`src/rtl/tdm_demux_4ch_pkg.sv`:
```
// ----------------------------------------------------------------------------
// tdm_pkg
// Shared definitions for the TDM receive-side demultiplexer.
//   tdm_state_t : alignment state (HUNT = searching for start of frame,
//                 RUN = aligned to the slot sequence)
//   TDM_WIDTH   : default bits per channel word
//   TDM_NCH     : default number of channels / slots per frame
// ----------------------------------------------------------------------------
package tdm_pkg;

    typedef enum logic {
        HUNT = 1'b0,
        RUN  = 1'b1
    } tdm_state_t;

    localparam int TDM_WIDTH = 4;
    localparam int TDM_NCH   = 4;

endpackage : tdm_pkg

```
`src/rtl/tdm_demux_4ch_if.sv`:
```
// ----------------------------------------------------------------------------
// tdm_demux_4ch_if
// Bundles the serial input stream and the demultiplexed outputs of
// tdm_demux_4ch.
//   in_valid, in_sof, in_data : serial word stream from the 4:1 selector
//   ch_data, ch_valid         : per-channel last word and update pulse
//   frame_data, frame_valid   : last fully aligned frame and update pulse
//   sync_err, locked          : alignment error pulse and RUN indicator
// Modports:
//   master : the stream source / result consumer (drives the input side)
//   slave  : the demultiplexer itself
// ----------------------------------------------------------------------------
interface tdm_demux_4ch_if
    import tdm_pkg::*;
#(
    parameter int WIDTH = TDM_WIDTH,
    parameter int NCH   = TDM_NCH
);

    logic                   in_valid;
    logic                   in_sof;
    logic [WIDTH-1:0]       in_data;
    logic [NCH*WIDTH-1:0]   ch_data;
    logic [NCH-1:0]         ch_valid;
    logic [NCH*WIDTH-1:0]   frame_data;
    logic                   frame_valid;
    logic                   sync_err;
    logic                   locked;

    modport master (
        output in_valid, in_sof, in_data,
        input  ch_data, ch_valid, frame_data, frame_valid, sync_err, locked
    );

    modport slave (
        input  in_valid, in_sof, in_data,
        output ch_data, ch_valid, frame_data, frame_valid, sync_err, locked
    );

endinterface : tdm_demux_4ch_if

```
`src/rtl/tdm_demux_4ch_slot_counter.sv`:
```
// ----------------------------------------------------------------------------
// tdm_slot_counter
// Modulo-NCH slot counter tracking the expected slot of the next word.
//   clk, rst_n : clock and asynchronous active-low reset
//   clr        : force the counter to 0 (highest priority)
//   load1      : force the counter to 1 (word just taken as slot 0)
//   inc        : advance by one, wrapping NCH-1 -> 0
//   slot       : current expected slot
// ----------------------------------------------------------------------------
module tdm_slot_counter
    import tdm_pkg::*;
#(
    parameter int NCH   = TDM_NCH,
    parameter int SEL_W = $clog2(NCH)
) (
    input  logic             clk,
    input  logic             rst_n,
    input  logic             load1,
    input  logic             inc,
    input  logic             clr,
    output logic [SEL_W-1:0] slot
);

    localparam logic [SEL_W-1:0] LAST_SLOT = SEL_W'(NCH - 1);

    // clr wins over load1 so a missing start of frame always parks the
    // counter at 0, ready for the next frame start.
    always_ff @(posedge clk or negedge rst_n) begin
        if (!rst_n) begin
            slot <= '0;
        end else if (clr) begin
            slot <= '0;
        end else if (load1) begin
            slot <= SEL_W'(1);
        end else if (inc) begin
            slot <= (slot == LAST_SLOT) ? '0 : slot + SEL_W'(1);
        end
    end

endmodule : tdm_slot_counter

```
`src/rtl/tdm_demux_4ch.sv`:
```
// ----------------------------------------------------------------------------
// tdm_demux_4ch
// Time-division demultiplexer: routes a serial stream of words, one per slot,
// back to NCH channel registers, assembles complete frames, detects loss of
// slot alignment and resynchronises on the next start of frame.
//   clk   : single clock, rising edge
//   rst_n : asynchronous active-low reset
//   bus   : tdm_demux_4ch_if slave modport
//           in_valid/in_sof/in_data in, ch_data/ch_valid/frame_data/
//           frame_valid/sync_err/locked out (all outputs registered)
// ----------------------------------------------------------------------------
module tdm_demux_4ch
    import tdm_pkg::*;
#(
    parameter int WIDTH = TDM_WIDTH,
    parameter int NCH   = TDM_NCH,
    parameter int SEL_W = $clog2(NCH)
) (
    input  logic              clk,
    input  logic              rst_n,
    tdm_demux_4ch_if.slave    bus
);

    localparam logic [SEL_W-1:0] LAST_SLOT = SEL_W'(NCH - 1);

    tdm_state_t             state;
    tdm_state_t             state_next;
    logic [SEL_W-1:0]       slot;
    logic [SEL_W-1:0]       wr_idx;
    logic                   do_store;
    logic                   frame_done;
    logic                   err;
    logic                   cnt_load1;
    logic                   cnt_inc;
    logic                   cnt_clr;
    logic [NCH*WIDTH-1:0]   staging;
    logic [NCH*WIDTH-1:0]   staging_next;

    tdm_slot_counter #(
        .NCH   (NCH),
        .SEL_W (SEL_W)
    ) u_slot_counter (
        .clk   (clk),
        .rst_n (rst_n),
        .load1 (cnt_load1),
        .inc   (cnt_inc),
        .clr   (cnt_clr),
        .slot  (slot)
    );

    // Classify the incoming word against the expected slot. A start-of-frame
    // word is always stored as slot 0 (in HUNT it acquires alignment, in RUN
    // mid-frame it restarts the frame); a non-sof word where slot 0 was
    // expected means alignment is lost and the word is dropped.
    // staging_next is the staging register with the current word merged in,
    // so the frame published on the last slot already contains that word.
    always_comb begin
        state_next = state;
        do_store   = 1'b0;
        wr_idx     = '0;
        frame_done = 1'b0;
        err        = 1'b0;
        cnt_load1  = 1'b0;
        cnt_inc    = 1'b0;
        cnt_clr    = 1'b0;
        if (bus.in_valid) begin
            if (state == HUNT) begin
                if (bus.in_sof) begin
                    do_store   = 1'b1;
                    cnt_load1  = 1'b1;
                    state_next = RUN;
                end
            end else if (bus.in_sof) begin
                do_store = 1'b1;
                if (slot == '0) begin
                    cnt_inc = 1'b1;
                end else begin
                    cnt_load1 = 1'b1;
                    err       = 1'b1;
                end
            end else if (slot == '0) begin
                err        = 1'b1;
                cnt_clr    = 1'b1;
                state_next = HUNT;
            end else begin
                do_store   = 1'b1;
                wr_idx     = slot;
                cnt_inc    = 1'b1;
                frame_done = (slot == LAST_SLOT);
            end
        end

        staging_next = staging;
        if (do_store) begin
            staging_next[int'(wr_idx)*WIDTH +: WIDTH] = bus.in_data;
        end
    end

    // FSM state, channel registers, staging and frame registers. Pulses
    // default low each cycle; locked follows the state being entered so it
    // changes the cycle after the word that caused the transition.
    always_ff @(posedge clk or negedge rst_n) begin
        if (!rst_n) begin
            state           <= HUNT;
            staging         <= '0;
            bus.ch_data     <= '0;
            bus.ch_valid    <= '0;
            bus.frame_data  <= '0;
            bus.frame_valid <= 1'b0;
            bus.sync_err    <= 1'b0;
            bus.locked      <= 1'b0;
        end else begin
            state           <= state_next;
            bus.locked      <= (state_next == RUN);
            bus.sync_err    <= err;
            bus.ch_valid    <= '0;
            bus.frame_valid <= 1'b0;
            if (do_store) begin
                staging                                  <= staging_next;
                bus.ch_data[int'(wr_idx)*WIDTH +: WIDTH] <= bus.in_data;
                bus.ch_valid[wr_idx]                     <= 1'b1;
            end
            if (frame_done) begin
                bus.frame_data  <= staging_next;
                bus.frame_valid <= 1'b1;
            end
        end
    end

endmodule : tdm_demux_4ch
```
`src/flat_wrapper.sv`:
```
// flat-port wrapper written by rule: the top's interface ports become plain ports
module tdm_demux_4ch_flat import tdm_pkg::*;
#(
    parameter int WIDTH = TDM_WIDTH,
    parameter int NCH   = TDM_NCH,
    parameter int SEL_W = $clog2(NCH)
)
  (clk, rst_n, bus_in_valid, bus_in_sof, bus_in_data, bus_ch_data, bus_ch_valid, bus_frame_data, bus_frame_valid, bus_sync_err, bus_locked);
  tdm_demux_4ch_if #(.WIDTH(WIDTH), .NCH(NCH)) bus_i ();
  input  logic clk;
  input  logic rst_n;
  input wire logic [$bits(bus_i.in_valid)-1:0] bus_in_valid;
  input wire logic [$bits(bus_i.in_sof)-1:0] bus_in_sof;
  input wire logic [$bits(bus_i.in_data)-1:0] bus_in_data;
  output wire logic [$bits(bus_i.ch_data)-1:0] bus_ch_data;
  output wire logic [$bits(bus_i.ch_valid)-1:0] bus_ch_valid;
  output wire logic [$bits(bus_i.frame_data)-1:0] bus_frame_data;
  output wire logic [$bits(bus_i.frame_valid)-1:0] bus_frame_valid;
  output wire logic [$bits(bus_i.sync_err)-1:0] bus_sync_err;
  output wire logic [$bits(bus_i.locked)-1:0] bus_locked;
  assign bus_i.in_valid = bus_in_valid;
  assign bus_i.in_sof = bus_in_sof;
  assign bus_i.in_data = bus_in_data;
  assign bus_ch_data = bus_i.ch_data;
  assign bus_ch_valid = bus_i.ch_valid;
  assign bus_frame_data = bus_i.frame_data;
  assign bus_frame_valid = bus_i.frame_valid;
  assign bus_sync_err = bus_i.sync_err;
  assign bus_locked = bus_i.locked;
  tdm_demux_4ch #(.WIDTH(WIDTH), .NCH(NCH), .SEL_W(SEL_W)) u_core (.clk(clk), .rst_n(rst_n), .bus(bus_i));
endmodule
```
`config.mk`:
```
export PLATFORM = sky130hd
export DESIGN_NAME = tdm_demux_4ch_flat
export DESIGN_NICKNAME = d
export VERILOG_FILES = /design/src/rtl/tdm_demux_4ch_pkg.sv /design/src/rtl/tdm_demux_4ch_if.sv /design/src/rtl/tdm_demux_4ch_slot_counter.sv /design/src/rtl/tdm_demux_4ch.sv /design/src/flat_wrapper.sv
export SDC_FILE = /design/constraint.sdc
export NUM_CORES = 1
export LEC_CHECK = 0
export ABC_AREA = 1
export BUFFER_PORTS_ARGS = -buffer_cell sky130_fd_sc_hd__buf_2
export CORE_MARGIN = 4
export CORE_UTILIZATION = 40
export DETAILED_ROUTE_END_ITERATION = 12
export PLACE_DENSITY = 0.63
export SLEW_MARGIN = 20
export SYNTH_ARGS = -nofsm -noshare
export SYNTH_HDL_FRONTEND = slang
export SYNTH_SLANG_ARGS = --single-unit
export TNS_END_PERCENT = 5
```
`constraint.sdc`:
```
create_clock -name clk -period 2.5 [get_ports clk]
set_input_delay 0.125 -clock clk [delete_from_list [all_inputs] [get_ports clk]]
set_output_delay 0.125 -clock clk [all_outputs]
set_load 0.005 [all_outputs]
```
==> run summary, run 1 <==
### Run status
* **outcome** finished clean

### Power
* **combinational power share** 24.1%
* **sequential share of power** 44.4%
* **Max rail drop VDD** 396 uV
* **Sw Pwr** 799 uW
* **Power Dens Cells** 831 mW/mm^2
* **cell internal pwr** 1700 uW
* **Switching Fraction** 32.0%
* **clock share of power** 31.5%
* **standby leakage power** 0.00176 uW

### STA
* **worst max-slew margin expressed relative to the limit** 52.5%
* **final setup fails** 0
* **Tcrit/Tclk final** 89.4%
* **unrepaired setup endpoints after global routing** false
* **Worst Skew** 0.00877 ns
* **time the final worst path needs with I/O delays and setup** 2.24 ns
* **Max Freq** 0.447 GHz
* **worst slew pin tran** 0.713 ns
* **Pins Over Slew Limit** 0
* **number of hold-slack violations in the final timing report** 0
* **total negative setup slack** 0 ns

### Clocking
* **CTS tree** yes
* **clock tree sinks** 57
* **clock slew at reported path FFs** 0.07 ns
* **# H-tree levels** 3
* **Longest Clk Path Bufs** 2
* **clock latency reported for the late side of the worst-skew pair** 0.34 ns
* **post-CTS setup buffer count** 0
* **Num CTS Buffers** 9
* **clock root buffer** clkbuf_8

### Synthesis
* **total of flip-flops plus latches after synthesis** 57
* **XOR/XNOR share of the synthesized area** 0%
* **proportion of synthesized area in mux cells** 0%
* **Netlist Area Pre-Place** 0.00248 mm^2
* **number of distinct library cells after synthesis** 22
* **dominant combinational cell family by area after synthesis** simple AND/OR/NAND/NOR gates
* **Synth Area in Simple Gates** 28.0%
* **fraction of the yosys area taken by sequential cells** 57.6%
* **average cell area after synthesis** 9.10 um^2
* **largest area contributor in the synthesized netlist** dfrtp_1
* **dominant cells by area after synthesis** dfrtp_1 (58%), nand2_1 (18%), ha_1 (6.1%)
* **Synthesized Nets** 292
* **compound-cell area share of the yosys netlist** 3.84%
* **top-area cell type share of the netlist area** 57.6%
* **warning count from the yosys run** 0
* **Synth Area in Adders** 6.06%
* **Post-Syn Instances** 272

### Global route
* **pin count of the biggest net entering global routing** 58
* **all-layer global routing usage** 15.9%
* **first-pass GRT wire length** 9110 um
* **via count of the first global-routing pass** 1,899
* **initial antenna violation count** 0
* **total congestion overflow** 0

### Route
* **post-route ant nets** 0
* **DRC Markers** 0
* **DRT iter0 DRCs** 132
* **detail-routed via count per cell** 4.60
* **sum of routed wire length over all layers** 5350 um
* **iteration count of the initial detailed-routing pass** 4
* **total via count after detailed routing** 1,884
* **average routed wire per standard cell** 13.0 um

### Setup path
* **critical path peak fanout** 5
* **critical path launch point type** flop
* **cell chain of the critical path** inv_1 > ha_1 > nor2_2 > nand3_1 > buf_4 > ha_1 > or2_1 > nor2_1 > nand2_1 > o21ai_1 > nand2_1 > nand2_1
* **category of the most critical setup path** reg -> reg
* **element type at the critical path end** flop
* **worst path buffer plus inverter count** 2
* **family with the most delay on the worst path** simple AND/OR/NAND/NOR gates
* **crit path max-delay cell type** dfrtp_1
* **WP data arrival** 2.51 ns
* **WP data required** 2.78 ns
* **reg-to-reg setup timing slack** 0.26 ns
* **most frequent cell on the critical path** nand2_1
* **stage delay of the slowest cell on the critical path** 0.39 ns

### Placement
* **port bufs** 46
* **final RePlAce weighted congestion** 0.840
* **total cell area at the placement stage** 0.00282 mm^2
* **cell count after placement** 395
* **placed wire-length estimate** 3890 um

### Cells and area
* **area of all placed cells without fillers** 0.00301 mm^2
* **share of final-layout standard cells stronger than drive strength 1** 25.1%
* **layout overhead on the synthesized area** 21.6%
* **layout net count** 352
* **fillers** 591
* **non-filler cells in the finished layout** 410
* **Antenna Cells** 0

### Floorplanning
* **core area** 0.00596 mm^2
* **number of primary I/O pins** 47
* **number of placement rows** 28
* **starting utilization of the core area** 41.6%
* **horizontal die dimension** 86.7 um
* **floorplan die area** 0.00751 mm^2
* **height of the die** 86.7 um

### Worst hold path
* **Hold WC Path Type** in -> reg

### Run
* **Max-Cap Viols** 0

==> synth_stat cells (all sizes together) <==
master  number
o21ai       19
nand2      124
inv         20
ha          12
nor2        20
nand4        1
clkbuf       1
nand3       12
clkinv       1
dfrtp       57
buf          4
or2          1
==> per-layer routing <==
| layer | routed length (um) | part of all wire [%] | global-route usage, % |
|---|---|---|---|
| met1 | 2610 | 49 | 22.2 |
| met5 | 0 | 0 | 0 |
| met3 | 330 | 6.2 | 4.56 |
| met2 | 2320 | 43 | 22.9 |
| met4 | 93 | 1.7 | 7.22 |
==> per-stage QoR <==
| stage | hold WS [ns] | setup WS (ns) | power [uW] | util, % |
|---|---|---|---|---|
| 3_3_place_gp | 0.309 | 0.247 | 1720 | 47.4 |
| 6_report | 0.0823 | 0.265 | 2500 | 50.6 |
| 5_1_grt | 0.109 | 0.00894 | 2660 | 50.6 |
| 3_5_place_dp | 0.316 | 0.160 | 1740 | 47.4 |
| 4_1_cts | 0.0724 | 0.142 | 2520 | 50.5 |
| 2_1_floorplan | -0.171 | 0.224 | 1500 | - |
==> cells in the final DEF (no fill, tap or decap) <==
master	n
nand2_2	3
clkinv_2	1
nand2_1	120
nor2_1	14
dfrtp_1	57
clkbuf_8	12
clkinv_1	1
nor2_4	4
nor2_2	2
buf_4	7
nand2_4	1
ha_1	12
dlygate4sd3_1	1
clkinv_4	1
nand4_1	1
nand3_2	4
or2_1	1
o21ai_1	3
o21ai_0	16
inv_2	2
nand3_4	1
nand3_1	7
buf_2	46
inv_1	18
==> sequential cells by signal, indices dropped and copies added (netlist names) <==
register                    cells
u_core.staging                 16
u_core.bus.frame_data          16
u_core.bus.ch_data             16
u_core.bus.sync_err             1
u_core.u_slot_counter.slot      2
u_core.bus.frame_valid          1
u_core.bus.locked               1
u_core.bus.ch_valid             4
==> worst reg2reg max path: stages (launching register included) <==
cell	delay, ns
dfrtp_1	0.39
inv_1	0.07
ha_1	0.22
nor2_2	0.18
nand3_1	0.14
buf_4	0.18
ha_1	0.22
or2_1	0.28
nor2_1	0.11
nand2_1	0.09
o21ai_1	0.17
nand2_1	0.07
nand2_1	0.06
==> power groups by stage <==
stage / registers (uW) / clock network [uW] / logic [uW]
after floorplan: 1140 / 0 / 359
after global placement: 1120 / 0 / 597
after detailed placement: 1130 / 0 / 608
after CTS: 1110 / 798 / 612
after global routing: 1120 / 838 / 696
final: 1110 / 788 / 603
==> worst paths after layout <==
path / start / endpoint / depth (start not counted)
max: u_core.u_slot_counter.slot[1]$_DFFE_PN0P_ / u_core.bus.frame_data[11]$_DFFE_PN0P_ / 12
max in group asynchronous: rst_n / u_core.staging[9]$_DFFE_PN0P_ / 3
min reg2reg: u_core.bus.frame_data[3]$_DFFE_PN0P_ / u_core.bus.frame_data[3]$_DFFE_PN0P_ / 2
max reg2reg: u_core.u_slot_counter.slot[1]$_DFFE_PN0P_ / u_core.bus.frame_data[11]$_DFFE_PN0P_ / 12
min: bus_in_valid / u_core.bus.sync_err$_DFF_PN0_ / 3
min in group asynchronous: rst_n / u_core.bus.sync_err$_DFF_PN0_ / 3
==> cells by family (layout without fill, tap and decap cells) <==
group	Yosys count	in the layout
compound gates	19	19
simple gates	158	158
flops	57	57
buf+inv	26	89
fa+ha+maj	12	12
==> area by class of cell <==
| cell class | instances | area [um^2] | area share (%) |
|---|---|---|---|
| multi-input combinational | 189 | 941 | 31.2 |
| tap | 75 | 93.8 | 3.12 |
| clock buffer | 12 | 165 | 5.48 |
| inverter | 21 | 78.8 | 2.62 |
| sequential | 57 | 1430 | 47.4 |
| clock inverter | 2 | 13.8 | 0.457 |
| timing repair buffer | 54 | 293 | 9.72 |
==> repair_timing <==
item	4_1_cts	5_1_grt
gates resized for setup	0	4
hold endpoints to repair	57	0
hold buffers	1	0
setup endpoints to repair	0	10
Note: power is estimated with default switching activity, not from simulation.
==> inputs of run 2 (changes only) <==
CORE_MARGIN = not set   (was 4)
==> run summary, run 2 (same netlist as run 1, synthesis figures left out) <==
### Run status
* **outcome** finished clean

### STA
* **unrepaired setup endpoints after global routing** false
* **worst slew pin tran** 0.700 ns, -0.0130 ns
* **final setup fails** 0, unchanged
* **worst max-slew margin expressed relative to the limit** 53.4%, +0.87 points
* **Tcrit/Tclk final** 91.6%, +2.2 points
* **WHS** 0.0793 ns, -0.00296 ns
* **Max Freq** 0.437 GHz, -2.4%
* **total negative setup slack** 0 ns, unchanged
* **Worst Skew** 0.00922 ns, +0.000451 ns
* **time the final worst path needs with I/O delays and setup** 2.29 ns, +0.0542 ns
* **number of hold-slack violations in the final timing report** 0, unchanged
* **Pins Over Slew Limit** 0, unchanged

### Global route
* **initial antenna violation count** 0, unchanged
* **total congestion overflow** 0, unchanged
* **all-layer global routing usage** 18.5%, +2.6 points
* **pin count of the biggest net entering global routing** 58, unchanged
* **via count of the first global-routing pass** 1,843, -2.9%
* **first-pass GRT wire length** 8750 um, -3.9%

### Route
* **iteration count of the initial detailed-routing pass** 4, unchanged
* **sum of routed wire length over all layers** 5260 um, -1.6%
* **DRC Markers** 0, unchanged
* **total via count after detailed routing** 1,853, -1.6%
* **detail-routed via count per cell** 4.51, -1.9%
* **DRT iter0 DRCs** 93, -30%
* **average routed wire per standard cell** 12.8 um, -1.9%
* **post-route ant nets** 0, unchanged

### Cells and area
* **highest-count cells in the layout ignoring fill and taps** nand2_1 (120), dfrtp_1 (57), buf_2 (46)
* **layout overhead on the synthesized area** 22.7%
* **Antenna Cells** 0, unchanged
* **share of final-layout standard cells stronger than drive strength 1** 24.7%, -0.37 points
* **layout net count** 352, unchanged
* **most common cell after layout, fill and taps aside** nand2_1
* **registers with the most flip-flops** u_core.bus.ch_data: 16 flops, u_core.bus.frame_data: 16 flops, u_core.staging: 16 flops
* **area of all placed cells without fillers** 0.00304 mm^2, +0.87%

### Floorplanning
* **number of placement rows** 28, unchanged
* **starting utilization of the core area** 41.6%, unchanged
* **horizontal die dimension** 80.7 um, -6.9%
* **height of the die** 80.7 um, -6.9%
* **floorplan die area** 0.00651 mm^2, -13%
* **core area** 0.00596 mm^2, unchanged
* **number of primary I/O pins** 47, unchanged

### Placement
* **placed wire-length estimate** 3670 um, -5.6%
* **port bufs** 46, unchanged
* **final RePlAce weighted congestion** 0.810, -3.6%
* **total cell area at the placement stage** 0.00282 mm^2, unchanged

### Setup path
* **stage delay of the slowest cell on the critical path** 0.39 ns, about the same
* **reg-to-reg setup timing slack** 0.21 ns, -0.05 ns
* **capture point of the worst reg-to-reg path** u_core.bus.frame_data[10]$_DFFE_PN0P_
* **WP data arrival** 2.56 ns, +0.05 ns
* **critical path peak fanout** 5, unchanged
* **critical path launch point type** flop
* **element type at the critical path end** flop
* **crit path launch** u_core.u_slot_counter.slot[1]$_DFFE_PN0P_
* **origin of the critical flop-to-flop path** u_core.u_slot_counter.slot[1]$_DFFE_PN0P_
* **most frequent cell on the critical path** nand2_1
* **Critical Path Sink** u_core.bus.frame_data[10]$_DFFE_PN0P_
* **cell chain of the critical path** inv_1 > ha_1 > nor2_1 > nand3_1 > inv_1 > ha_1 > or2_1 > nor2_1 > nand2_1 > o21ai_1 > nand2_1 > nand2_1
* **crit path max-delay cell type** dfrtp_1
* **category of the most critical setup path** reg -> reg
* **WP data required** 2.77 ns, about the same
* **count of cells along the worst register-to-register path** 12, unchanged

### Clocking
* **Longest Clk Path Bufs** 2, unchanged
* **clock tree sinks** 57, unchanged
* **# H-tree levels** 3, unchanged
* **clock slew at reported path FFs** 0.06 ns, about the same
* **clock root buffer** clkbuf_8
* **post-CTS setup buffer count** 0, unchanged
* **CTS tree** yes
* **Num CTS Buffers** 9, unchanged
* **clock latency reported for the late side of the worst-skew pair** 0.34 ns, about the same

### Power
* **Switching Fraction** 30.5%, -1.5 points
* **cell internal pwr** 1820 uW, +7.1%
* **sequential share of power** 42.4%, -2.0 points
* **Power Dens Cells** 863 mW/mm^2, +3.9%
* **standby leakage power** 0.00177 uW, +0.96%
* **Max rail drop VDD** 396 uV, +0.16%
* **clock share of power** 34.9%, +3.4 points
* **Sw Pwr** 799 uW, about the same
* **combinational power share** 22.7%, -1.4 points

### Worst hold path
* **Hold WC Path Type** in -> reg

### Run
* **Max-Cap Viols** 0, unchanged

-- run 2: changes by cell type in the layout (fill, tap and decap cells not counted) --
cell,change
bufinv_16,+2
clkbuf_8,-3
clkinv_2,+2
inv_1,+1
inv_2,-1
nor2_1,+1
nor2_2,-1
-- run 2: area by class of cell --
type / instances / area, um^2
fill: 602 / 2920
tap: 75 / 93.8
sequential: 57 / 1430
timing repair buffer: 54 / 293
clock inverter: 6 / 83.8
clock buffer: 9 / 124
multi-input combinational: 189 / 938
inverter: 21 / 78.8
-- run 2: layer usage --
| metal | up-vias | wire, um | GRT usage, % |
|---|---|---|---|
| met5 | - | 0 | 0 |
| met2 | 50 | 2330 | 26.8 |
| met1 | 837 | 2560 | 24.8 |
| met3 | 7 | 309 | 6.02 |
| li1 | 959 | - | - |
| met4 | 0 | 63 | 8.75 |
-- run 2: per-stage QoR --
step	std cells	power, uW	utilization [%]	setup slack, ns
4_1_cts	411	2660	51.0	0.102
3_3_place_gp	395	1710	47.4	0.238
6_report	411	2620	51.0	0.210
2_1_floorplan	272	1500	-	0.224
3_5_place_dp	395	1730	47.4	0.159
5_1_grt	411	2800	51.0	0.0158
-- run 2: worst min path at each step --
stage,slack [ns],depth (start not counted),endpoint,from
2_1_floorplan,-0.17,0,u_core.bus.ch_data[0]$_DFFE_PN0P_,rst_n
3_3_place_gp,0.31,2,u_core.bus.ch_valid[1]$_DFF_PN0_,rst_n
3_5_place_dp,0.31,2,u_core.bus.ch_data[3]$_DFFE_PN0P_,rst_n
4_1_cts,0.06,3,u_core.bus.sync_err$_DFF_PN0_,bus_in_valid
5_1_grt,0.09,3,u_core.bus.sync_err$_DFF_PN0_,bus_in_valid
6_report,0.08,3,u_core.bus.sync_err$_DFF_PN0_,bus_in_valid
-- run 2: repair_timing --
item                                    in CTS  in global routing
hold endpoints to repair                    57                  0
hold buffers                                 1                  0
resized for setup                            0                  2
endpoints found under the setup margin       0                  2
-- run 2: power by group through the flow --
stage / clock network (uW) / registers, uW / logic, uW
floorplan: 0 / 1140 / 359
global placement: 0 / 1130 / 588
detailed placement: 0 / 1130 / 597
CTS: 940 / 1110 / 603
global route: 980 / 1130 / 695
finish: 916 / 1110 / 594
-- run 2: worst max-delay path: cells and delay by family, from the launching register on --
family | cells | cell delay (ns)
simple gates | 7 | 0.99
fa+ha+maj | 2 | 0.48
flops | 1 | 0.39
buf+inv | 2 | 0.20
compound gates | 1 | 0.18
